`src/rtl/seg_pkg.sv`:
```
// Shared glyph constants, decoded-glyph payload and FSM state type for the 7-seg capture path.
package seg_pkg;

    // Active-low segment patterns, bit6=a ... bit0=g
    localparam logic [6:0] SEG_0     = 7'b0000001;
    localparam logic [6:0] SEG_1     = 7'b1001111;
    localparam logic [6:0] SEG_2     = 7'b0010010;
    localparam logic [6:0] SEG_3     = 7'b0000110;
    localparam logic [6:0] SEG_4     = 7'b1001100;
    localparam logic [6:0] SEG_5     = 7'b0100100;
    localparam logic [6:0] SEG_6     = 7'b0100000;
    localparam logic [6:0] SEG_7     = 7'b0001101;
    localparam logic [6:0] SEG_8     = 7'b0000000;
    localparam logic [6:0] SEG_9     = 7'b0000100;
    localparam logic [6:0] SEG_A     = 7'b0001000;
    localparam logic [6:0] SEG_B     = 7'b1100000;
    localparam logic [6:0] SEG_C     = 7'b0110001;
    localparam logic [6:0] SEG_D     = 7'b1000010;
    localparam logic [6:0] SEG_E     = 7'b0110000;
    localparam logic [6:0] SEG_F     = 7'b0111000;
    localparam logic [6:0] SEG_BLANK = 7'b1111111;

    localparam logic [3:0] ERR_NIBBLE = 4'hF;

    typedef struct packed {
        logic       err;
        logic [3:0] nibble;
    } glyph_code_t;

    typedef enum logic [1:0] {
        ST_COLLECT = 2'd0,
        ST_FULL    = 2'd1,
        ST_HOLD    = 2'd2
    } state_t;

endpackage

```
`src/rtl/seg_glyph_encoder.sv`:
```
// Combinational 7-seg glyph -> {err, nibble}; hex letters accepted only when SEG_HEX_EN is defined.
module seg_glyph_encoder
    import seg_pkg::*;
(
    input  logic [6:0]  glyph,
    output glyph_code_t code_c
);

    always_comb begin
        code_c.err    = 1'b0;
        code_c.nibble = 4'h0;
        case (glyph)
            SEG_0:   code_c.nibble = 4'h0;
            SEG_1:   code_c.nibble = 4'h1;
            SEG_2:   code_c.nibble = 4'h2;
            SEG_3:   code_c.nibble = 4'h3;
            SEG_4:   code_c.nibble = 4'h4;
            SEG_5:   code_c.nibble = 4'h5;
            SEG_6:   code_c.nibble = 4'h6;
            SEG_7:   code_c.nibble = 4'h7;
            SEG_8:   code_c.nibble = 4'h8;
            SEG_9:   code_c.nibble = 4'h9;
`ifdef SEG_HEX_EN
            SEG_A:   code_c.nibble = 4'hA;
            SEG_B:   code_c.nibble = 4'hB;
            SEG_C:   code_c.nibble = 4'hC;
            SEG_D:   code_c.nibble = 4'hD;
            SEG_E:   code_c.nibble = 4'hE;
            SEG_F:   code_c.nibble = 4'hF;
`endif
            default: begin
                code_c.err    = 1'b1;
                code_c.nibble = ERR_NIBBLE;
            end
        endcase
    end

endmodule

```
`src/rtl/seg_capture_encoder.sv`:
```
// Snoops a multiplexed active-low 7-seg bus, commits stable glyphs as BCD and emits full frames
// over valid/ready. Hex glyph support is enabled by defining SEG_HEX_EN.
module seg_capture_encoder
    import seg_pkg::*;
#(
    parameter int unsigned NUM_DIGITS    = 4,
    parameter int unsigned STABLE_CYCLES = 4
) (
    input  logic                    clk,
    input  logic                    reset,
    input  logic [6:0]              seg,
    input  logic [NUM_DIGITS-1:0]   dig_sel,
    output logic                    out_valid,
    input  logic                    out_ready,
    output logic [4*NUM_DIGITS-1:0] out_bcd,
    output logic [NUM_DIGITS-1:0]   out_err,
    output logic                    overrun
);

    localparam int unsigned IDX_W = (NUM_DIGITS > 1) ? $clog2(NUM_DIGITS) : 1;
    localparam int unsigned CNT_W = $clog2(STABLE_CYCLES + 1);
    localparam logic [CNT_W-1:0]      CNT_MAX = CNT_W'(STABLE_CYCLES);
    localparam logic [CNT_W-1:0]      CNT_PRE = CNT_W'(STABLE_CYCLES - 1);
    localparam logic [CNT_W-1:0]      CNT_ONE = CNT_W'(1);
    localparam logic [NUM_DIGITS-1:0] DIG_ONE = NUM_DIGITS'(1);

    logic [NUM_DIGITS-1:0]   sel_c;
    logic                    sel_ok_c;
    logic                    same_c;
    logic                    commit_c;
    logic                    load_c;
    logic [IDX_W-1:0]        idx_c;
    logic [IDX_W-1:0]        last_idx;
    logic [6:0]              last_seg;
    logic [CNT_W-1:0]        cnt;
    logic [CNT_W-1:0]        cnt_next_c;
    logic [NUM_DIGITS-1:0]   seen;
    logic [NUM_DIGITS-1:0]   seen_next_c;
    logic [NUM_DIGITS-1:0]   commit_mask_c;
    logic [4*NUM_DIGITS-1:0] shadow_bcd;
    logic [NUM_DIGITS-1:0]   shadow_err;
    logic                    stalled;
    state_t                  state;
    glyph_code_t             code_c;

    seg_glyph_encoder u_glyph_encoder (
        .glyph  (seg),
        .code_c (code_c)
    );

    // Strobe decode, stability counting and commit/load decisions
    always_comb begin
        sel_c    = ~dig_sel;
        sel_ok_c = (sel_c != '0) && ((sel_c & (sel_c - DIG_ONE)) == '0);
        idx_c    = '0;
        for (int unsigned i = 0; i < NUM_DIGITS; i++) begin
            if (sel_c[i]) idx_c = IDX_W'(i);
        end
        same_c = sel_ok_c && (idx_c == last_idx) && (seg == last_seg);

        cnt_next_c = '0;
        if (same_c) begin
            cnt_next_c = (cnt == CNT_MAX) ? cnt : cnt + CNT_ONE;
        end else if (sel_ok_c) begin
            cnt_next_c = CNT_ONE;
        end

        commit_c      = same_c && (cnt == CNT_PRE);
        commit_mask_c = commit_c ? (DIG_ONE << idx_c) : '0;
        load_c        = (state == ST_FULL) && (!out_valid || out_ready);
        seen_next_c   = (load_c ? '0 : seen) | commit_mask_c;
    end

    always_ff @(posedge clk or posedge reset) begin
        if (reset) begin
            last_idx <= '0;
            last_seg <= '0;
            cnt      <= '0;
        end else begin
            last_idx <= idx_c;
            last_seg <= seg;
            cnt      <= cnt_next_c;
        end
    end

    // Shadow frame, frame FSM and registered output port
    always_ff @(posedge clk or posedge reset) begin
        if (reset) begin
            shadow_bcd <= '0;
            shadow_err <= '0;
            seen       <= '0;
            state      <= ST_COLLECT;
            stalled    <= 1'b0;
            out_valid  <= 1'b0;
            out_bcd    <= '0;
            out_err    <= '0;
            overrun    <= 1'b0;
        end else begin
            overrun <= 1'b0;
            seen    <= seen_next_c;
            for (int i = 0; i < int'(NUM_DIGITS); i++) begin
                if (commit_mask_c[i]) begin
                    shadow_bcd[4*i +: 4] <= code_c.nibble;
                    shadow_err[i]        <= code_c.err;
                end
            end

            case (state)
                ST_COLLECT: begin
                    if (seen == '1)                  state <= ST_FULL;
                    else if (out_valid && !out_ready) state <= ST_HOLD;
                end
                ST_HOLD: begin
                    if (seen == '1)     state <= ST_FULL;
                    else if (out_ready) state <= ST_COLLECT;
                end
                ST_FULL: begin
                    if (load_c) begin
                        out_bcd <= shadow_bcd;
                        out_err <= shadow_err;
                        stalled <= 1'b0;
                        state   <= ST_COLLECT;
                    end else begin
                        // Pulse once per blocked frame, not every stalled cycle
                        overrun <= !stalled;
                        stalled <= 1'b1;
                    end
                end
                default: state <= ST_COLLECT;
            endcase

            if (load_c)                      out_valid <= 1'b1;
            else if (out_valid && out_ready) out_valid <= 1'b0;
        end
    end

endmodule

```
`config.mk`:
```
export PLATFORM = sky130hd
export DESIGN_NAME = seg_capture_encoder
export DESIGN_NICKNAME = d
export VERILOG_FILES = /design/src/rtl/seg_pkg.sv /design/src/rtl/seg_glyph_encoder.sv /design/src/rtl/seg_capture_encoder.sv
export SDC_FILE = /design/constraint.sdc
export NUM_CORES = 1
export LEC_CHECK = 0
export CAP_MARGIN = 10
export CORE_MARGIN = 1
export CORE_UTILIZATION = 49
export DETAILED_ROUTE_END_ITERATION = 8
export MAX_ROUTING_LAYER = met4
export PLACE_DENSITY = 0.75
export SLEW_MARGIN = 5
export SYNTH_ARGS = -nofsm -noshare
export SYNTH_HDL_FRONTEND = slang
export SYNTH_HIERARCHICAL = 1
export SYNTH_SLANG_ARGS = --single-unit
```
`constraint.sdc`:
```
create_clock -name clk -period 1.89 [get_ports clk]
set_clock_uncertainty 0.15 [all_clocks]
set_input_delay 0.2835 -clock clk [delete_from_list [all_inputs] [get_ports clk]]
set_output_delay 0.2835 -clock clk [all_outputs]
set_load 0.02 [all_outputs]
```
==> flow_summary.rst, run 1 <==
.. list-table::
   :header-rows: 1

   * - Metric
     - Value
   * - Top routing layer in use
     - met4
   * - Most used cells in the layout excluding fill and tap cells
     - dfrtp_1 (60), buf_4 (34), mux2_2 (29)
   * - Filler cell count
     - roughly 340
   * - Number of DRC violations after detailed-routing iteration 0
     - between 80 and 90
   * - Dominant cell type by count on the critical path
     - ha_4
   * - CTS sink count
     - 61
   * - Multi-input gate area
     - 1376 µm²
   * - Fraction of synthesized cell area taken by the top area cell type
     - roughly 55%
   * - Post-synthesis instance area
     - approximately 2800 µm²
   * - Max-cap violation count
     - 0
   * - Level count of the clock H-tree
     - 3
   * - Global-route wire length before repair
     - ~9400 µm
   * - Startpoint types
     - register
   * - CP Data Required Time
     - ~2.0 ns
   * - Arrival @ worst endpoint
     - 2.05 ns
   * - RSZ-0062 raised after global routing
     - yes
   * - Max Fclk
     - between 0.5 and 0.6 GHz
   * - Violations in the final reports
     - setup timing
   * - Class of the tightest hold or removal check
     - in -> reg
   * - Slowest cell delay on critical path
     - roughly 0.40 ns
   * - Maximum fanout along the worst path
     - 6
   * - Most common cell after layout, fill and taps aside
     - dfrtp_1
   * - Routed wire length
     - 5673 µm
   * - Worst path cell trace
     - ha_4 -> ha_4 -> inv_8 -> nor4b_4 -> o2111a_2 -> mux2_4
   * - Clock period minus final worst setup slack
     - 1.988 ns
   * - Clock latency of the later-clocked register in the worst-skew pair
     - roughly 0.33 ns
   * - Type of destination of the critical path
     - register
   * - Post-route worst hold slack
     - 0.02674 ns
   * - Die span in x
     - 77.09 µm
   * - Die H
     - approximately 77 µm
   * - Initial core utilization
     - between 50% and 60%
   * - Final worst-path setup slack
     - -0.09848 ns
   * - Number of diodes
     - 0
   * - # hold bufs at CTS
     - 0
   * - FF+latch count, synth
     - 61
   * - HPWL Detailed
     - ~3600 µm
   * - DIE AREA
     - 5942 µm²
   * - Cell with the largest stage delay on the worst path
     - dfrtp_1
   * - Top cell type by total area after synthesis
     - dfrtp_1
   * - Number of clock buffers inserted by TritonCTS
     - 9
   * - Number of nets produced by synthesis
     - between 200 and 250
   * - Number of primary I/O pins
     - 36
   * - Total count of hold-check failures in the final report
     - 0
   * - Final estimated routing congestion in global placement
     - between 0.7 and 0.8
   * - Fraction of registers with async set/reset
     - between 90% and 100%
   * - Reg clk slew, reported paths
     - ~0.07 ns
   * - Outcome
     - finished, violations left
   * - Family with the most delay on the worst path
     - flip-flops
   * - Layout cells sized above 1
     - 43.06%
   * - Fin crit share
     - 105.2%
   * - Slew @ Worst Pin
     - 0.4260 ns
   * - Met3 Routed Length
     - around 220 µm
   * - Clock tree from TritonCTS
     - yes
   * - Number of antenna violations at the first check in global routing
     - 0
   * - Distinct cell type count after synthesis
     - between 40 and 50
   * - Nets@finish
     - roughly 300
   * - Largest net degree at the start of global routing
     - 62
   * - Number of detailed-route iterations in the first pass
     - 4
   * - Number of nets with antenna violations after detailed routing
     - 0
   * - Area occupied by registers
     - between 1500 and 2000 µm²
   * - Buffering stage count on the worst path with inverters included
     - 1
   * - Final global-route overflow total
     - 0
   * - Ranking of synthesized cells by area
     - dfrtp_1 (55%), mux2_2 (16%), xor2_1 (2.5%)
   * - Layout overhead on the synthesized area
     - 39.90%
   * - Routed length per instance
     - 15.85 µm
   * - Power per unit of standard cell area
     - between 700 and 800 nW/µm²
   * - Area of the placeable core
     - roughly 5300 µm²
   * - Max transition margin
     - 71.43%
   * - Max-slew violation count
     - 0
   * - Cell at the root of the clock tree
     - clkbuf_8
   * - Max Root-Sink Buffers
     - 2
   * - Met1 wire length
     - 2515 µm
   * - Minimum setup slack after placement
     - -0.5712 ns
   * - Wire length on met2
     - 2855 µm
   * - Crit path kind
     - reg -> reg
   * - Synthesized area per cell
     - 13.16 µm²
   * - Via count of the first global-routing pass
     - slightly above 2000
   * - Max rail drop VDD
     - ~630 µV
   * - Post-synth EDFFs
     - 0
   * - Number of vias after detailed routing
     - 1951
   * - Number of I/O port buffers
     - 35
   * - Number of placement rows
     - 26
   * - Vias per cell
     - 5.450
   * - Sequential fraction of the synthesis area
     - 55.25%
   * - Count of warnings emitted by yosys
     - 6
   * - Setup violations, final
     - 21
   * - Instance count of the mapped netlist
     - 210
   * - DRC violations left
     - 0
   * - Total routing resource utilization after global routing
     - a little over a fifth
   * - Leakage component of the power
     - 0.001861 µW
   * - Top flip-flop cell by instance count after synthesis
     - dfrtp_1
[per-stage QoR]
stage | cells | area [µm²] | power, µW | utilization [%] | setup TNS [ns]
after floorplan | 210 | 2766 | 1467 | - | 0
after global placement | 335 | 3393 | 1561 | 64.39 | -12.43
after detailed placement | 335 | 3393 | 1567 | 64.39 | -13.06
after CTS | 355 | 3761 | 2745 | 71.37 | -0.5401
after global routing | 358 | 3865 | 2838 | 73.34 | -2.422
final | 358 | 3865 | 2742 | 73.34 | -0.9951
[final cells by class]
cell class	instances	share of cell area (%)
sequential	61	39.53
multi-input combinational	135	35.61
timing repair buffer	71	16.57
clock buffer	11	3.917
tap	70	2.266
clock inverter	4	1.230
inverter	6	0.8741
[path summary, 6_finish.rpt]
kind | start | to | slack [ns] | depth (start not counted)
max | cnt[1]$_DFFE_PP0P_ | shadow_bcd[12]$_DFFE_PP0P_ | -0.1 | 6
min | seg[5] | last_seg[5]$_DFF_PP0_ | 0.03 | 1
max reg2reg | cnt[1]$_DFFE_PP0P_ | shadow_bcd[12]$_DFFE_PP0P_ | -0.1 | 6
min reg2reg | stalled$_DFFE_PP0P_ | overrun$_DFF_PP0_ | 0.28 | 1
max in group asynchronous | reset | last_seg[1]$_DFF_PP0_ | 1.09 | 3
min in group asynchronous | reset | overrun$_DFF_PP0_ | 0.24 | 3
[worst reg2reg max path, stage by stage (launching register included)]
cell and delay, ns:
dfrtp_1 0.40, ha_4 0.16, ha_4 0.15, inv_8 0.05
nor4b_4 0.27, o2111a_2 0.37, mux2_4 0.33
[where the power goes]
group / internal [µW] / total, µW / switching, µW
clock: 669 / 1160 / 490
combinational: 108 / 252 / 143
sequential: 1320 / 1330 / 11.0
total: 2100 / 2740 / 645
[per-layer routing]
layer / track usage (%) / vias up
met3: 5.952 / 9
met4: 7.358 / 0
met5: - / -
met1: 26.30 / 993
met2: 33.13 / 44
li1: - / 905
[timing repair]
item,in CTS,in global routing
resized for setup,29,19
pin swaps,11,11
setup buffers,5,3
endpoints found under the setup margin,22,24
[cells in the mapped netlist (all sizes together), types with 2 or more instances]
cell,n
nand2,14
nor3,2
o21ai,3
mux2,40
nand4b,3
a21o,2
o2111ai,3
xnor2,2
xor2,8
buf,7
inv,6
and3,2
nor4,7
o2111a,2
nor2,8
nand3,2
o211ai,2
nand4,5
nor3b,3
and3b,4
dfrtp,61
nand2b,4
a21oi,5
ha,3
[sequential cells by signal, indices dropped and copies added, names as in the netlist, 3 cells and up]
name	flops
cnt	3
last_seg	7
out_bcd	16
out_err	4
seen	4
shadow_bcd	16
shadow_err	4
[cells by family after synthesis]
group           after synthesis  synth area share, %
mux                          41                16.67
fa+ha+maj                     3                1.359
xor+xnor                     10                3.171
buf+inv                      14                2.491
compound gates               22                7.155
flops                        61                55.25
simple gates                 59                13.90
Note: power is estimated with default switching activity, not from simulation.
==> run 2: changes to the inputs <==
--- a/config.mk
+++ b/config.mk
@@ -8,6 +8,7 @@
 export CAP_MARGIN = 10
 export CORE_MARGIN = 1
 export CORE_UTILIZATION = 49
+export CTS_CLUSTER_SIZE = 25
 export DETAILED_ROUTE_END_ITERATION = 8
 export MAX_ROUTING_LAYER = met4
 export PLACE_DENSITY = 0.75
==> constraint.sdc (replaced) <==
create_clock -name clk -period 1.79 [get_ports clk]
set_clock_uncertainty 0.15 [all_clocks]
set_input_delay 0.2685 -clock clk [delete_from_list [all_inputs] [get_ports clk]]
set_output_delay 0.2685 -clock clk [all_outputs]
set_load 0.02 [all_outputs]
==> run 2 against run 1 <==
  * The run still ends with setup timing left
  * Clock power grew 29%
  * Hold slack improved by 0.060 ns
  * First-iteration DRC count grew 62%
  * Sequential share of layout area shrank 0.92 points
  * Sequential power grew 5%
  * Total power increased by 16%
  * Wire length is 10% higher
  * Utilization rose by 1.7 points
  * Design area is 2.3% higher
  * Worst setup slack worse by 0.15 ns
  * Global-route usage grew 1.1 points
  * Critical path type is now in -> reg
  * Critical endpoint is now shadow_bcd[4]$_DFFE_PP0P_
==> flow_summary.rst, run 2 (same netlist as run 1, synthesis figures left out) <==
.. list-table::
   :header-rows: 1

   * - Metric
     - Value
   * - Final estimated routing congestion in global placement
     - 0.7408 (-6.7%)
   * - Routed wire length
     - 6267 µm (+10%)
   * - Type of destination of the critical path
     - register
   * - Number of primary I/O pins
     - 36 (unchanged)
   * - Startpoint types
     - primary input
   * - WHS Path Cells
     - 1 (unchanged)
   * - HPWL Detailed
     - 3609 µm (+0.25%)
   * - FF-to-FF Start
     - last_idx[1]$_DFF_PP0_
   * - Total routing resource utilization after global routing
     - 22.23% (+1.1 points)
   * - Level count of the clock H-tree
     - 3 (unchanged)
   * - DRC violations left
     - 0 (unchanged)
   * - Max transition margin
     - 75.80% (+4.4 points)
   * - Number of detailed-route iterations in the first pass
     - 4 (unchanged)
   * - Max Fclk
     - 0.4908 GHz
   * - Max-cap violation count
     - 0 (unchanged)
   * - CP Data Required Time
     - 1.85 ns (-0.10 ns)
   * - Final worst-path setup slack
     - -0.2474 ns (-0.1490 ns)
   * - Cell at the root of the clock tree
     - clkbuf_8
   * - Post-route cell area
     - 3954 µm² (+2.3%)
   * - Fin crit share
     - 113.8%
   * - Number of placement rows
     - 26 (unchanged)
   * - Class of the tightest hold or removal check
     - in -> reg
   * - Number of I/O port buffers
     - 35 (unchanged)
   * - Endpoint of the worst register-to-register path
     - shadow_bcd[4]$_DFFE_PP0P_
   * - Crit path kind
     - in -> reg
   * - Area of the placeable core
     - 5270 µm² (unchanged)
   * - Via count of the first global-routing pass
     - 1938 (-4.9%)
   * - Placed cell area
     - 3422 µm² (+0.85%)
   * - Nets@finish
     - 302 (+0.33%)
   * - Number of diodes
     - 0 (unchanged)
   * - Arrival @ worst endpoint
     - 2.10 ns (+0.05 ns)
   * - Clock latency of the later-clocked register in the worst-skew pair
     - 0.33 ns (about the same)
   * - Global-route wire length before repair
     - 9722 µm (+3.3%)
   * - Number of DRC violations after detailed-routing iteration 0
     - 131 (+62%)
   * - Layout overhead on the synthesized area
     - 43.12%
   * - Number of cells traversed by the worst register-to-register path
     - 6 (unchanged)
   * - RSZ-0062 raised after global routing
     - yes
   * - Worst path cell trace
     - clkdlybuf4s50_1 -> buf_6 -> and3_1 -> nand4_1 -> nand4_1 -> nand4_1 -> mux2_4
   * - CTS sink count
     - 61 (unchanged)
   * - Die span in x
     - 77.09 µm (unchanged)
   * - Setup TNS
     - -3.339 ns (-2.344 ns)
   * - Initial core utilization
     - 52.42% (unchanged)
   * - Slowest cell delay on critical path
     - 0.54 ns (+0.14 ns)
   * - Number of antenna violations at the first check in global routing
     - 0 (unchanged)
   * - Outcome
     - finished, violations left
   * - # hold bufs at CTS
     - 0 (unchanged)
   * - Reg clk slew, reported paths
     - 0.07 ns (about the same)
   * - Total count of hold-check failures in the final report
     - 0 (unchanged)
   * - Layout cells sized above 1
     - 43.45% (+0.39 points)
   * - Max rail drop VDD
     - 769.1 µV (+22%)
   * - End point of the most critical hold path
     - last_seg[2]$_DFF_PP0_
   * - Family with the most delay on the worst path
     - simple AND/OR/NAND/NOR gates
   * - Filler cell count
     - 333 (-1.5%)
   * - Max Root-Sink Buffers
     - 2 (unchanged)
   * - Hold_sp
     - seg[2]
   * - Maximum fanout along the worst path
     - 7 (+1)
   * - Number of nets with antenna violations after detailed routing
     - 0 (unchanged)
   * - Clock period minus final worst setup slack
     - slightly above 2 ns
   * - Most used cells in the layout excluding fill and tap cells
     - dfrtp_1 (61), buf_4 (28), mux2_2 (27), clkdlybuf4s50_1 (27), mux2_4 (13)
   * - Violations in the final reports
     - setup timing
   * - Dominant cell type by count on the critical path
     - nand4_1
   * - Leading registers by flop count
     - out_bcd (16), shadow_bcd (16), last_seg (7)
   * - Final core utilization
     - 75.02% (+1.7 points)
   * - Final global-route overflow total
     - 0 (unchanged)
   * - R2R setup slack
     - -0.21 ns (-0.11 ns)
   * - Post-route worst hold slack
     - 0.08677 ns (+0.06003 ns)
   * - Most common cell after layout, fill and taps aside
     - dfrtp_1
   * - Number of vias after detailed routing
     - 1979 (+1.4%)
   * - Buffering stage count on the worst path with inverters included
     - 2 (+1)
   * - Power per unit of standard cell area
     - 805.2 nW/µm² (+14%)
   * - DIE AREA
     - 5942 µm² (unchanged)
   * - Leakage component of the power
     - 0.001916 µW (+2.9%)
   * - Die H
     - 77.09 µm (unchanged)
   * - Routed length per instance
     - 17.41 µm (+9.9%)
   * - Vias per cell
     - 5.497 (+0.87%)
   * - Slew @ Worst Pin
     - 0.3627 ns (-0.06332 ns)
   * - Largest net degree at the start of global routing
     - 62 (unchanged)
   * - Cell with the largest stage delay on the worst path
     - clkdlybuf4s50_1
   * - Setup violations, final
     - 21 (unchanged)
   * - Number of clock buffers inserted by TritonCTS
     - 9 (unchanged)
   * - Clock tree from TritonCTS
     - yes
   * - Max-slew violation count
     - 0 (unchanged)
-- run 2: changes by cell type in the layout (fill, tap and decap cells not counted), moves of 2 or more --
cell / delta
dlymetal6s2s_1: +2
mux2_4: +2
buf_4: -6
mux2_2: -2
buf_6: +7
dlygate4sd2_1: -4
bufinv_16: +2
clkdlybuf4s50_1: +2
clkbuf_1: +2
-- run 2: report_power, final --
part | leakage, µW | switching, µW | internal, µW
Combinational | 0.000969 | 160 | 123
Sequential | 0.000827 | 10.9 | 1390
Clock | 0.000121 | 533 | 963
-- run 2: final cells by class --
class                           count  area (µm²)  area share [%]
Multi-Input combinational cell    135        1384           35.00
Clock buffer                       12       145.1           3.671
Inverter                            6       31.28          0.7911
Clock inverter                      4       95.09           2.405
Tap cell                           70       87.58           2.215
Timing Repair Buffer               72       684.4           17.31
Sequential cell                    61        1526           38.61
-- run 2: what timing repair did --
action                                  in CTS  in global routing
pin swaps                                    4                 14
buffers inserted                             5                  8
resized for setup                           20                 23
endpoints found under the setup margin      20                 22
-- run 2: worst max path at each step --
| stage | slack (ns) | from | cells after the start | endpoint |
|---|---|---|---|---|
| 2_1_floorplan | -0.03 | cnt[1]$_DFFE_PP0P_ | 6 | shadow_bcd[10]$_DFFE_PP0P_ |
| 3_3_place_gp | -0.55 | seg[3] | 6 | shadow_bcd[6]$_DFFE_PP0P_ |
| 3_5_place_dp | -0.60 | seg[3] | 6 | shadow_bcd[6]$_DFFE_PP0P_ |
| 4_1_cts | -0.17 | cnt[0]$_DFFE_PP0P_ | 6 | shadow_bcd[10]$_DFFE_PP0P_ |
| 5_1_grt | -0.29 | seg[6] | 7 | shadow_bcd[4]$_DFFE_PP0P_ |
| 6_report | -0.25 | seg[6] | 7 | shadow_bcd[4]$_DFFE_PP0P_ |
-- run 2: layer usage --
layer / GRT usage [%] / up-vias / routed length, µm / part of all wire [%]
met1: 29.60 / 984 / 2804 / 45
li1: - / 911 / - / -
met3: 3.929 / 15 / 250 / 4.0
met5: - / - / 0 / 0
met4: 10.94 / 0 / 127 / 2.0
met2: 32.95 / 69 / 3084 / 49
-- run 2: per-stage QoR --
step                total power, µW  worst slack [ns]  instances
finish                         3184           -0.2474        360
global route                   3284           -0.2860        360
CTS                            3164           -0.1678        353
detailed placement             1656           -0.5980        332
global placement               1651           -0.5515        332
floorplan                      1552          -0.03127        210
-- run 2: worst register-to-register path, delay by kind of cell (launching register included) --
kind | cells | cell delay (ns)
AND/OR/NAND/NOR | 2 | 0.53
flip-flops | 1 | 0.39
buffers and inverters | 2 | 0.38
multiplexers | 1 | 0.30
AO/OA/AOI/OAI | 1 | 0.14
